### src/rtl/tpu_seq.sv
// tpu_seq: host-access decoder and compute sequencer for a DIM x DIM systolic array.
// Optional performance counter built when TPU_SEQ_PERF_EN is defined.
module tpu_seq #(
    parameter int DIM   = 8,
    parameter int ADDRW = 16,
    parameter int CNTW  = 16
) (
    input  logic                    clk,
    input  logic                    rst_n,
    input  logic                    req,
    input  logic                    r_w,
    input  logic [ADDRW-1:0]        addr,
    output logic                    a_wr_en,
    output logic [$clog2(DIM)-1:0]  a_row,
    output logic                    a_en,
    output logic                    b_en,
    output logic                    sa_en,
    output logic                    sa_wr_en,
    output logic [$clog2(DIM)-1:0]  c_row,
    output logic [1:0]              rd_sel,
    output logic                    busy,
    output logic                    done,
    output logic                    err,
    output logic [CNTW-1:0]         perf_cnt
);
    localparam int RW   = $clog2(DIM);
    localparam int TW   = $clog2(3*DIM);
    localparam int LAST = 3*DIM - 3;

    typedef enum logic [1:0] {IDLE, RUN, DONE} state_t;

    state_t          state, nxt;
    logic [TW-1:0]   cnt;
    logic [3:0]      region;
    logic [RW-1:0]   row;
    logic            start;
    logic            unused_bits;

    assign region      = addr[11:8];
    assign row         = addr[3 +: RW];
    assign unused_bits = ^addr;

    always_comb begin
        nxt      = state;
        a_wr_en  = 1'b0;
        a_row    = '0;
        a_en     = 1'b0;
        b_en     = 1'b0;
        sa_en    = 1'b0;
        sa_wr_en = 1'b0;
        c_row    = '0;
        rd_sel   = 2'd0;
        err      = 1'b0;
        start    = 1'b0;
        busy     = rst_n && state != IDLE;
        done     = rst_n && state == DONE;
        if (state == RUN) begin
            if (cnt == TW'(LAST)) nxt = DONE;
            a_en  = rst_n;
            b_en  = rst_n;
            sa_en = rst_n;
        end
        if (state == DONE) nxt = IDLE;
        // datapath strobes only fire in IDLE; status reads are allowed anytime
        if (req && rst_n) begin
            case (region)
                4'h1: if (!busy && r_w) begin
                        a_wr_en = 1'b1;
                        a_row   = row;
                    end else err = 1'b1;
                4'h2: if (!busy && r_w) b_en = 1'b1;
                    else err = 1'b1;
                4'h3: if (!busy) begin
                        c_row    = row;
                        sa_wr_en = r_w;
                        rd_sel   = r_w ? 2'd0 : 2'd1;
                    end else err = 1'b1;
                4'h4: if (!busy && r_w) begin
                        start = 1'b1;
                        nxt   = RUN;
                    end else err = 1'b1;
                4'h5: if (r_w) err = 1'b1;
                    else if (!addr[3]) rd_sel = 2'd2;
`ifdef TPU_SEQ_PERF_EN
                    else rd_sel = 2'd3;
`else
                    else err = 1'b1;
`endif
                default: err = 1'b1;
            endcase
        end
    end

    always_ff @(posedge clk or negedge rst_n) begin
        if (!rst_n) begin
            state <= IDLE;
            cnt   <= '0;
        end else begin
            state <= nxt;
            if (start) cnt <= '0;
            else if (state == RUN) cnt <= cnt + TW'(1);
        end
    end

`ifdef TPU_SEQ_PERF_EN
    logic [CNTW-1:0] perf;

    always_ff @(posedge clk or negedge rst_n) begin
        if (!rst_n) perf <= '0;
        else if (start && addr[0]) perf <= '0;
        else if (state == RUN && perf != '1) perf <= perf + CNTW'(1);
    end

    assign perf_cnt = perf;
`else
    assign perf_cnt = '0;
`endif

endmodule

### config.mk
export PLATFORM = sky130hd
export DESIGN_NAME = tpu_seq
export DESIGN_NICKNAME = d
export VERILOG_FILES = /design/src/rtl/tpu_seq.sv
export SDC_FILE = /design/constraint.sdc
export NUM_CORES = 1
export LEC_CHECK = 0
export BUFFER_PORTS_ARGS = -buffer_cell sky130_fd_sc_hd__clkbuf_2
export CORE_MARGIN = 1
export CORE_UTILIZATION = 36
export CTS_CLUSTER_DIAMETER = 150
export DETAILED_ROUTE_END_ITERATION = 8
export PLACE_DENSITY = 0.75
export SETUP_SLACK_MARGIN = 0.05
export SYNTH_ARGS = -nofsm -noshare
export SYNTH_HDL_FRONTEND = slang
export SYNTH_SLANG_ARGS = --single-unit
### constraint.sdc
create_clock -name clk -period 1.3 [get_ports clk]
set_input_delay 0.26 -clock clk [delete_from_list [all_inputs] [get_ports clk]]
set_output_delay 0.26 -clock clk [all_outputs]
set_load 0.01 [all_outputs]
==> results_dict.tcl <==
set metrics [dict create \
    min_path_type "flop to flop" \
    vias 745 \
    grt_usage_pct 16.6 \
    slowest_stage "dfrtp_1" \
    worst_ep_required_time_ps 1040 \
    finalWorstSetupSlack_ps -474 \
    finalHoldViolations 0 \
    wl_per_cell_um 11.2 \
    p_switching_mw 0.557 \
    cts_tree "done" \
    p_sw_share_pct 38.8 \
    outcome "complete, but fails checks" \
    n_antenna_cell 0 \
    p_leak_nw 0.546 \
    drive_above_1_share_pct 47.8 \
    max_stage_delay_ps 370 \
    seqPwrFrac_pct 28.4 \
    cp.arrival_ps 1510 \
    rsz0062_at_grt "true" \
    crit_family "simple AND/OR/NAND/NOR gates" \
    worst-path-buf-inv 1 \
    place_congestion 0.797 \
    r2r_setup_slack_ps -340 \
    avgSynthCellArea_um2 8.76 \
    detail-route-antenna-nets 0 \
    drc 0 \
    die_h_um 46.7 \
    path_cells "nand4bb_4 -> nor4_4 -> and2_1 -> buf_2" \
    p_per_area_mw_per_mm2 1330 \
    clkPwrFrac_pct 14.0 \
    insertion_delay_ps 250 \
    grt_max_degree 9 \
    io_buffers 26 \
    fin_crit_sh_pct 136 \
    antenna_found_initial 0 \
    combPwrFrac_pct 57.5 \
    total_power_mw 1.44 \
    r2r-end "state[0]" \
    worstSetupEndpointType "output port" \
    area_delta_synth_final_pct 49.8 \
    initial_core_util_pct 39.9 \
    fp.dieW_um 46.7 \
    violations "setup timing" \
    synth-seq-cells 7 \
    hp-start "cnt[4]" \
    maxCapViolCount 0 \
    nNetsFinal 157 \
    cts.htree.levels 1 \
    period_minus_slack_ps 1770 \
    slew_viol_final 0 \
    internal_power_mw 0.880 \
    overflow 0 \
    cts_root_buffer "clkbuf_4" \
    cts_buffers 3 \
    totalWireLength_um 1790 \
    dp.cells 150 \
    via_per_inst 4.69 \
    reg2reg_from "state[1]" \
    first_pass_iters 4 \
    synth_cell_types 33 \
    startpoint_type "flop" \
    yosys_warnings 0 \
    syn_inst 82 \
    cts_buffer_depth 2 \
    core_region_area_mm2 0.00180 \
    ios 52 \
    syn_area_um2 718 \
    cts.sinks 7 \
    min_path_cells 2 \
    drtIter0Drc 3 \
    crit_type "flop to output port" \
    yosysSeqAreaShare_pct 24.4 \
    max-vdd-ir-drop_mv 0.852 \
    min_to "cnt[4]" \
    dp_hpwl_um 1330 \
    grt_pass1_vias 621 \
    final_cells 159 \
    worst-r2r-cell-count 7 \
    cts.reportedPaths.clkPinSlew_ps 50 \
    num_rows 15 \
    dieArea_mm2 0.00218 \
    fmax_ghz 0.564 \
    clock_skew_ps 1.16 \
    grt_pass1_wl_um 2500 \
    cp_max_fo 4 \
    setup_viol 22 \
    fill_cells 176 \
]
sequential cells by signal, indices dropped and copies added, names as in the netlist:
| signal | flops |
|---|---|
| cnt | 5 |
| state | 2 |
power by group through the flow:
stage	combinational, mW	sequential [mW]	clock, mW
floorplan	0.468	0.419	0
global route	0.905	0.422	0.222
global placement	0.721	0.399	0
detailed placement	0.749	0.407	0
finish	0.826	0.409	0.202
CTS	0.793	0.404	0.208
cells in the mapped netlist:
library cell | count | area (um^2)
nor4_4 | 1 | 21.3
xnor2_1 | 1 | 8.76
a31o_2 | 1 | 8.76
o2bb2ai_1 | 1 | 8.76
nand2b_1 | 5 | 31.3
nor2_1 | 5 | 18.8
nand4b_1 | 1 | 8.76
nor3_1 | 2 | 10.0
or4b_1 | 1 | 10.0
a211oi_1 | 1 | 7.51
nor3b_1 | 1 | 7.51
or3_1 | 2 | 12.5
nand3_1 | 1 | 5.00
nand4bb_4 | 1 | 27.5
o21ai_0 | 3 | 15.0
dfrtp_1 | 7 | 175
ha_1 | 2 | 25.0
inv_1 | 3 | 11.3
nand2_1 | 3 | 11.3
and2_1 | 8 | 50.1
nand3b_1 | 1 | 7.51
buf_4 | 17 | 128
o21bai_1 | 1 | 7.51
nor4_1 | 2 | 12.5
and2b_2 | 1 | 8.76
a31oi_1 | 1 | 6.26
a21oi_1 | 3 | 15.0
nor4b_4 | 1 | 23.8
xor2_1 | 1 | 8.76
o21a_1 | 1 | 7.51
a21boi_0 | 1 | 7.51
conb_1 | 1 | 3.75
o211ai_1 | 1 | 7.51
placed cells by master, fill, tap and decap left out, types with 2 or more instances in the layout:
| cell | count |
|---|---|
| a21oi_1 | 3 |
| and2_1 | 7 |
| buf_2 | 7 |
| buf_4 | 21 |
| buf_6 | 3 |
| clkbuf_2 | 18 |
| clkbuf_4 | 3 |
| conb_1 | 16 |
| dfrtp_1 | 7 |
| ha_1 | 2 |
| inv_1 | 3 |
| nand2_1 | 3 |
| nand2b_1 | 5 |
| nor2_1 | 4 |
| o21ai_0 | 3 |
| or3_1 | 2 |
tightest hold or removal path, stage by stage, from the launching register on:
cell and delay [ps]:
dfrtp_1 390, o21ai_0 80, a21oi_1 70
cells by family (layout without fill, tap and decap cells):
logic type | Yosys count | in the layout | share of synthesized area, %
simple gates | 36 | 36 | 37.1
buf+inv | 20 | 57 | 19.3
compound gates | 14 | 14 | 12.7
other cells | 1 | 16 | 0.522
fa+ha+maj | 2 | 2 | 3.48
xor+xnor | 2 | 2 | 2.44
flops | 7 | 7 | 24.4
worst max path at each step:
stage / start / end / slack (ps) / cells after the start
6_report: state[1] / a_row[2] / -470 / 4
5_1_grt: state[1] / a_row[2] / -580 / 4
4_1_cts: state[1] / a_row[1] / -500 / 4
3_5_place_dp: state[1] / a_row[2] / -240 / 4
3_3_place_gp: state[1] / a_row[0] / -210 / 4
2_1_floorplan: state[1] / a_row[0] / -250 / 3
routing by layer:
layer / vias to the layer above / track usage (%) / wire length, um / part of all wire (%)
met4: 0 / 5.14 / 21 / 1.2
met1: 350 / 17.9 / 696 / 39
met5: - / 0 / 0 / 0
met3: 3 / 2.35 / 100 / 5.6
li1: 358 / - / - / -
met2: 34 / 32.5 / 966 / 54
cell type report:
| cell class | instances | area [um^2] | area share [%] |
|---|---|---|---|
| multi-input combinational | 70 | 505 | 47.0 |
| timing repair buffer | 50 | 327 | 30.3 |
| sequential | 7 | 175 | 16.3 |
| tap | 25 | 31.3 | 2.91 |
| clock buffer | 4 | 26.3 | 2.44 |
| inverter | 3 | 11.3 | 1.05 |
metrics by stage:
stage	area [um^2]	TNS, ps	utilization [%]	hold slack (ps)	setup slack [ps]
floorplan	790	-1460	-	-35.6	-245
global placement	966	-2710	53.6	257	-212
finish	1080	-7460	59.7	582	-474
global route	1080	-9210	59.7	616	-583
detailed placement	966	-3240	53.6	264	-244
CTS	1040	-7390	57.5	580	-499
timing repair:
item | CTS | global route
endpoints found under the hold margin | 7 | 0
setup endpoints to repair | 22 | 22
buffers inserted | 2 | 2
pin swaps | 2 | 3
hold buffers | 1 | 0
gates resized for setup | 4 | 12
Note: power is estimated with default switching activity, not from simulation.
